`src/rtl/uart_tx_queue.sv`:
```
// uart_tx_queue: 16-byte FIFO feeding a UART transmitter one byte per
// start pulse, with a sticky overflow flag for writes into a full queue.
//
// Ports:
//   i_Clk       clock, all state on rising edge
//   i_Rst       synchronous active-low reset
//   i_fWr       producer write strobe, one byte per high cycle
//   i_WrData    byte written when i_fWr=1
//   o_fFull     queue holds 16 bytes
//   o_fEmpty    queue holds 0 bytes
//   o_fOvf      sticky: a write was dropped because the queue was full
//   o_fTx       one-cycle start pulse to the transmitter
//   o_TxData    byte for the transmitter, held until the next issue
//   i_fTxReady  transmitter idle (level)
//   i_fTxDone   transmitter stop-bit-complete pulse
//   o_Level     queue fill level 0..16 (only with UART_TX_QUEUE_LEVEL_EN)
//
// Build option: define UART_TX_QUEUE_LEVEL_EN to add the o_Level port.

module uart_tx_queue #(
  parameter int DEPTH = 16,
  parameter int PTR_W = 4
) (
  input  logic       i_Clk,
  input  logic       i_Rst,
  input  logic       i_fWr,
  input  logic [7:0] i_WrData,
  output logic       o_fFull,
  output logic       o_fEmpty,
  output logic       o_fOvf,
  output logic       o_fTx,
  output logic [7:0] o_TxData,
`ifdef UART_TX_QUEUE_LEVEL_EN
  output logic [PTR_W:0] o_Level,
`endif
  input  logic       i_fTxReady,
  input  logic       i_fTxDone
);

  localparam int CNT_W = PTR_W + 1;

  typedef enum logic {
    IDLE,
    WAIT_DONE
  } state_t;

  state_t state;
  state_t nextState;

  logic [7:0]       mem [DEPTH];
  logic [PTR_W-1:0] wrPtr;
  logic [PTR_W-1:0] rdPtr;
  logic [CNT_W-1:0] count;
  logic [CNT_W-1:0] countNext;

  logic fTx;
  logic [7:0] txData;
  logic fOvf;

  logic isFull;
  logic isEmpty;
  logic issue;
  logic wrOk;
  logic ovfHit;

  assign isFull  = (count == CNT_W'(DEPTH));
  assign isEmpty = (count == '0);

  // A pop at the same edge frees a slot, so a write
  // into a full queue is still accepted then.
  assign wrOk   = i_fWr && (!isFull || issue);
  assign ovfHit = i_fWr && isFull && !issue;

  always_comb begin
    nextState = state;
    issue     = 1'b0;
    unique case (state)
      IDLE: begin
        if (!isEmpty && i_fTxReady) begin
          issue     = 1'b1;
          nextState = WAIT_DONE;
        end
      end
      WAIT_DONE: begin
        if (i_fTxDone) begin
          nextState = IDLE;
        end
      end
      default: nextState = IDLE;
    endcase
  end

  always_comb begin
    countNext = count;
    unique case ({wrOk, issue})
      2'b10:   countNext = count + CNT_W'(1);
      2'b01:   countNext = count - CNT_W'(1);
      default: countNext = count;
    endcase
  end

  always_ff @(posedge i_Clk) begin
    if (!i_Rst) begin
      state  <= IDLE;
      wrPtr  <= '0;
      rdPtr  <= '0;
      count  <= '0;
      fTx    <= 1'b0;
      txData <= 8'h00;
      fOvf   <= 1'b0;
    end else begin
      state <= nextState;
      count <= countNext;
      fTx   <= issue;
      if (issue) begin
        txData <= mem[rdPtr];
        rdPtr  <= rdPtr + PTR_W'(1);
      end
      if (wrOk) begin
        wrPtr <= wrPtr + PTR_W'(1);
      end
      if (ovfHit) begin
        fOvf <= 1'b1;
      end
    end
  end

  // Storage is not reset; count=0 keeps stale bytes
  // from ever being issued.
  always_ff @(posedge i_Clk) begin
    if (i_Rst && wrOk) begin
      mem[wrPtr] <= i_WrData;
    end
  end

  assign o_fFull  = isFull;
  assign o_fEmpty = isEmpty;
  assign o_fOvf   = fOvf;
  assign o_fTx    = fTx;
  assign o_TxData = txData;

`ifdef UART_TX_QUEUE_LEVEL_EN
  assign o_Level = count;
`endif

endmodule

```
`config.mk`:
```
export PLATFORM = sky130hd
export DESIGN_NAME = uart_tx_queue
export DESIGN_NICKNAME = d
export VERILOG_FILES = /design/src/rtl/uart_tx_queue.sv
export SDC_FILE = /design/constraint.sdc
export NUM_CORES = 1
export LEC_CHECK = 0
export BUFFER_PORTS_ARGS = -buffer_cell sky130_fd_sc_hd__buf_2
export CAP_MARGIN = 20
export CORE_MARGIN = 1.5
export CORE_UTILIZATION = 40
export CTS_CLUSTER_DIAMETER = 50
export DETAILED_ROUTE_END_ITERATION = 7
export PLACE_DENSITY_LB_ADDON = 0.12
export RECOVER_POWER = 100
export SYNTH_ARGS = -nofsm -noshare
export SYNTH_HDL_FRONTEND = slang
export SYNTH_SLANG_ARGS = --single-unit
```
`constraint.sdc`:
```
create_clock -name i_Clk -period 4.7 [get_ports i_Clk]
set_input_delay 0.235 -clock i_Clk [delete_from_list [all_inputs] [get_ports i_Clk]]
set_output_delay 0.235 -clock i_Clk [all_outputs]
set_load 0.005 [all_outputs]
```
# Word-level counts from Yosys, hierarchy flattened
# Memories as Yosys holds them, arrays and structs flattened. A register that Yosys moved wholly into a read port is not among the register bits.
# Index checks and enable logic that the tools add are counted.
[totals] ff_bits=16 latchBits=0 ramBits=128 rom_bits=0 in_bits=13 output_inout_bits=12 word_cells=34 n_memories=1
[mem_list] name="mem" words=16 word_bits=8 rd=1 rd_ports_with_merged_regs=1 wr=1 line="50" rtl="logic [7:0] mem [DEPTH];"
[classes] add_sub_neg=4 n_mul=0 div_mod_pow=0 magnitude_cmp=0 n_eq_ne=3 shift=0 mux=7 bitwise_logic=1 n_reduce_logical=12
[ops] op="5-bit one-hot mux with 2 select lines" n=1
[ops] op="4-bit by 1-bit adder with 4-bit output (second input constant)" n=2
[ops] op="5-bit by 1-bit adder with 5-bit output (second input constant)" n=1
[ops] op="5-bit equality test (second input constant)" n=1
[ops] op="1-bit logical AND" n=5
[ops] op="5-bit logical NOT" n=1
[ops] op="1-bit 2-to-1 mux" n=5
[ops] op="5-bit by 1-bit subtractor with 5-bit output (second input constant)" n=1
[ops] op="1-bit logical NOT" n=4
[ops] op="2-bit by 1-bit equality test with 1-bit output (second input constant)" n=1
[ops] op="2-bit equality test (second input constant)" n=1
[ops] op="1-bit one-hot mux with 2 select lines" n=1
[ops] op="2-bit nonzero test" n=1
[ops] op="1-bit logical OR" n=1
[ops] op="1-bit NOT" n=1

# Longest topological paths before layout
[logic_depth] word_depth=10 mapped_depth=7 mapped_depth_nobuf=7

# Worst setup path before layout
# OpenSTA, ideal clock, no wires.
[synth_timing] path_type="register to register" start="register count[0]" end="register count[4]" setup_ps=134 arrival_ps=2339 t_required_ps=4566 setup_slack_ps=2227 stages_incl_launch_ff=8 path_buffers=0 period_less_slack_ps=2473 cell_sequence="dfxtp_1 nor4_2 a211oi_1 ha_1 a21o_1 a2111o_1 o211ai_1 a41oi_1"
[synth_via] elab_chain_cells=9 elab_cells_between_ends=15 classes_between="add/sub (2); eq/ne (3); mux (3); reduce/logical (7)"
[synth_rtl] element="start: declaration" line="53" rtl="logic [CNT_W-1:0] count;"
[synth_rtl] element="start signal: assignment" line="113" rtl="count <= countNext;"
[synth_rtl] element="5-bit logical NOT" line="67" rtl="assign isEmpty = (count == '0);"
[synth_rtl] element="1-bit logical NOT" line="79" rtl="if (!isEmpty && i_fTxReady) begin"
[synth_rtl] element="1-bit logical AND" line="79"
[synth_rtl] element="1-bit 2-to-1 mux" line="79"
[synth_rtl] element="1-bit 2-to-1 mux" line="77" rtl="unique case (state)"
[synth_rtl] element="1-bit logical OR" line="71" rtl="assign wrOk = i_fWr && (!isFull || issue);"
[synth_rtl] element="1-bit logical AND" line="71"
[synth_rtl] element="2-bit by 1-bit equality test with 1-bit output or 2-bit equality test (tied branches)" line="95" rtl="unique case ({wrOk, issue})"
[synth_rtl] element="5-bit one-hot mux with 2 select lines or 2-bit nonzero test (tied branches)"
# Several ways; a longest one is shown, not always the timed one.
# A chain may end at the register's enable or synchronous reset.

# Worst setup path after layout
[layout_timing] start="register count[0]" end="memory mem[3][6], enable pin"
[layout_via] elab_chain_cells=10 elab_cells_between_ends=12 classes_between="eq/ne (1); mux (4); reduce/logical (7)"
[layout_rtl] element="5-bit logical NOT" line="67"
[layout_rtl] element="1-bit logical NOT" line="79"
[layout_rtl] element="1-bit logical AND" line="79"
[layout_rtl] element="1-bit 2-to-1 mux" line="79"
[layout_rtl] element="1-bit 2-to-1 mux" line="77"
[layout_rtl] element="1-bit logical OR (*)" line="71"
[layout_rtl] element="1-bit logical AND (*)" line="71"
[layout_rtl] element="1-bit logical AND (*)" line="131" rtl="if (i_Rst && wrOk) begin"
[layout_rtl] element="1-bit 2-to-1 mux (*)" line="131"
[layout_rtl] element="1-bit 2-to-1 mux (implied by the code) (*)" line="132" rtl="mem[wrPtr] <= i_WrData;"
[layout_rtl] element="end: declaration" line="50"
# Mark *: on every way between the ends. The rest lies on a longest branch, timed or not.

==> out/results.ini <==
[status]
outcome=finished with violations
violations=max-capacitance violations, max-slew violations

[clock_tree]
htreeDepth=4
cts_tree=done
post_cts_buffers=0
cts-resized-gates=0
cts_inserted_buffers=17
clock_tree.buffer_depth=2
cts.sinks=152
clkTransAtPathRegs_ns=0.06
postCtsHoldBufs=0
clock_latency_ns=0.42
clockRootBuffer=clkbuf_16

[die]
io_pins=25
die_x_um=126
core_area_sq_um=14700
die_y_um=126
die_area_sq_um=16000
row_count=44
start_util_pct=41.4

[layout]
final_common_cell=edfxtp_1
ff_latch_area_sq_um=4330
fin_util_pct=47.3
area_growth_pct=14.2
n_fill_cell=1264
final_nets=425
fin_cells=600
layout-drive-gt1-share_pct=14.7
multiInputGateArea_sq_um=1630
diodes=0
layout_common_cells=edfxtp_1, mux2i_1, nor2_1, dfxtp_1

[yosys]
synth-edff-count=128
ys_ff_latch=152
synth_cell_type_count=41
netlist_instances=374
ys_seq_area_share_pct=71.0
postSynth.asyncResetShare_pct=0
synthFlopType=edfxtp_1
syn-num-nets=396
syn_area_sq_um=6090
postSynthAreaPerCell_sq_um=16.3
synth_warnings=0

[setup_path]
worst-path-buf-inv=0
critPathKind=reg -> reg
cp_slowest_cell=o311ai_0
critPathTopFamily=compound AO/OA/AOI/OAI gates
path_cells=or4_1 > o311ai_0 > nor2_1
worst-path-max-fanout=8
r2r-start=count[0]
startpoint_type=flop
ff2ff_setup_slack_ns=1.41
cp.arrival_ns=3.31
worst_setup_path_end_kind=flop
rr_worst_depth=3
crit_required_ns=4.72
slowest_delay_ns=1.31
reg2reg_to=mem[3][6]

[grt]
grt_pass1_wl_um=19600
grt_pass1_vias=3246
antenna_found_initial=0
grt_usage_pct=17.4
grt_max_degree=33
grt_overflow=0

[route]
first_pass_iters=4
initialDrtViolationCount=239
num_vias=3270
routed_wl_um=12800
ant_nets=0
drc=0
vias_per_cell=5.45
wl_per_cell_um=21.4

[pwr]
vdd_drop_max_uv=314
cellPowerDensity_nw_per_um2=515
leakagePower_nw=2.22

[timing]
finalCritPeriodShare_pct=70.0
slew_violations=6
finalHoldViolCount=0
fin_tns_setup_ns=0
finalSetupViolCount=0
rsz0062_at_grt=false
slew_headroom_pct=-4.51
tightestPinTransition_ns=1.55
skew_ns=0.00843
fin_ws_ns=1.41
min_period_ns=3.29
fmax_mhz=304

[min_path]
min_to=state
min-delay-start=i_fTxDone
min_path_cells=4
hold_class=in -> reg

[placed_design]
place_ws_ns=1.96
hpwl_um=8130
globalplace.congestion=0.806
io_buffers=24
dp.cells=568

[flow_run]
cap_viol_max_count=1

-- per-stage QoR --
step           total power [mW]  cell area (sq um)  hold slack [ns]
4_1_cts                    3.65               7020            0.107
6_report                   3.58               6950            0.125
3_5_place_dp               2.22               6390            0.455
2_1_floorplan              2.02               6090            0.334
3_3_place_gp               2.21               6390            0.448
5_1_grt                    3.74               6950            0.143
-- cells in the mapped netlist, types with 2 or more instances --
cell type | count | area (sq um)
or3_1 | 3 | 18.8
mux2i_1 | 39 | 390
nand3b_1 | 2 | 15.0
a21oi_1 | 3 | 15.0
ha_1 | 8 | 100
buf_1 | 3 | 11.3
nand2_1 | 14 | 52.6
mux4_2 | 16 | 360
nand2b_1 | 3 | 18.8
a211oi_1 | 2 | 15.0
a21o_1 | 2 | 15.0
nand3_1 | 4 | 20.0
clkbuf_1 | 9 | 33.8
a31oi_1 | 9 | 56.3
o22ai_1 | 16 | 100
a22oi_1 | 8 | 60.1
edfxtp_1 | 128 | 3840
buf_2 | 5 | 25.0
o211ai_1 | 2 | 15.0
inv_1 | 6 | 22.5
or2_2 | 2 | 12.5
xnor2_1 | 3 | 26.3
xor2_1 | 3 | 26.3
dfxtp_1 | 24 | 480
o21ai_0 | 8 | 40.0
nand4_1 | 2 | 12.5
nor2b_1 | 3 | 18.8
nor2_1 | 34 | 128
-- cell families after synthesis --
group | Yosys count | share of synthesized area, %
AND/OR/NAND/NOR | 72 | 5.65
XOR/XNOR | 6 | 0.863
flip-flops | 152 | 71.0
multiplexers | 55 | 12.3
buffers and inverters | 24 | 1.58
adder cells (fa/ha/maj) | 9 | 1.97
AO/OA/AOI/OAI | 56 | 6.58
-- worst reg2reg max path: cells and delay by family (launching register included) --
kind	cells	cell delay, ns
flip-flops	1	0.37
AO/OA/AOI/OAI	1	1.31
AND/OR/NAND/NOR	2	1.22
-- sequential cells by signal, indices dropped and copies added, names as in the netlist --
| name | count |
|---|---|
| mem | 128 |
| o_TxData | 8 |
| count | 5 |
| rdPtr | 4 |
| wrPtr | 4 |
| o_fOvf | 1 |
| o_fTx | 1 |
| state | 1 |
-- how the worst max path moves through the flow --
stage	cells past startpoint	startpoint	end
6_report	3	count[0]	mem[3][6]
5_1_grt	3	count[0]	mem[15][1]
4_1_cts	7	count[0]	count[4]
3_5_place_dp	7	count[0]	count[4]
3_3_place_gp	7	count[0]	count[4]
2_1_floorplan	7	count[0]	count[4]
-- layout make-up --
type / count / area share (%)
sequential: 152 / 62.2
multi-input combinational: 198 / 23.4
clock buffer: 17 / 6.12
tap: 184 / 3.31
clock inverter: 15 / 2.90
timing repair buffer: 27 / 1.67
inverter: 7 / 0.378
-- where the power goes --
group | switching, mW | internal, mW | total (mW)
Combinational | 0.324 | 0.229 | 0.553
Clock | 0.546 | 0.889 | 1.43
Sequential | 0.0677 | 1.52 | 1.59
Total | 0.937 | 2.64 | 3.58
-- per-layer routing --
layer  part of all wire, %  track usage, %  up-vias  wire (um)
met5                     0               0        -          0
met4                   1.3            6.22        0        167
met3                   5.1            4.43       10        653
met2                    46            25.8       83       5900
met1                    48            24.9     1654       6090
li1                      -               -     1523          -
Note: power is estimated with default switching activity, not from simulation.
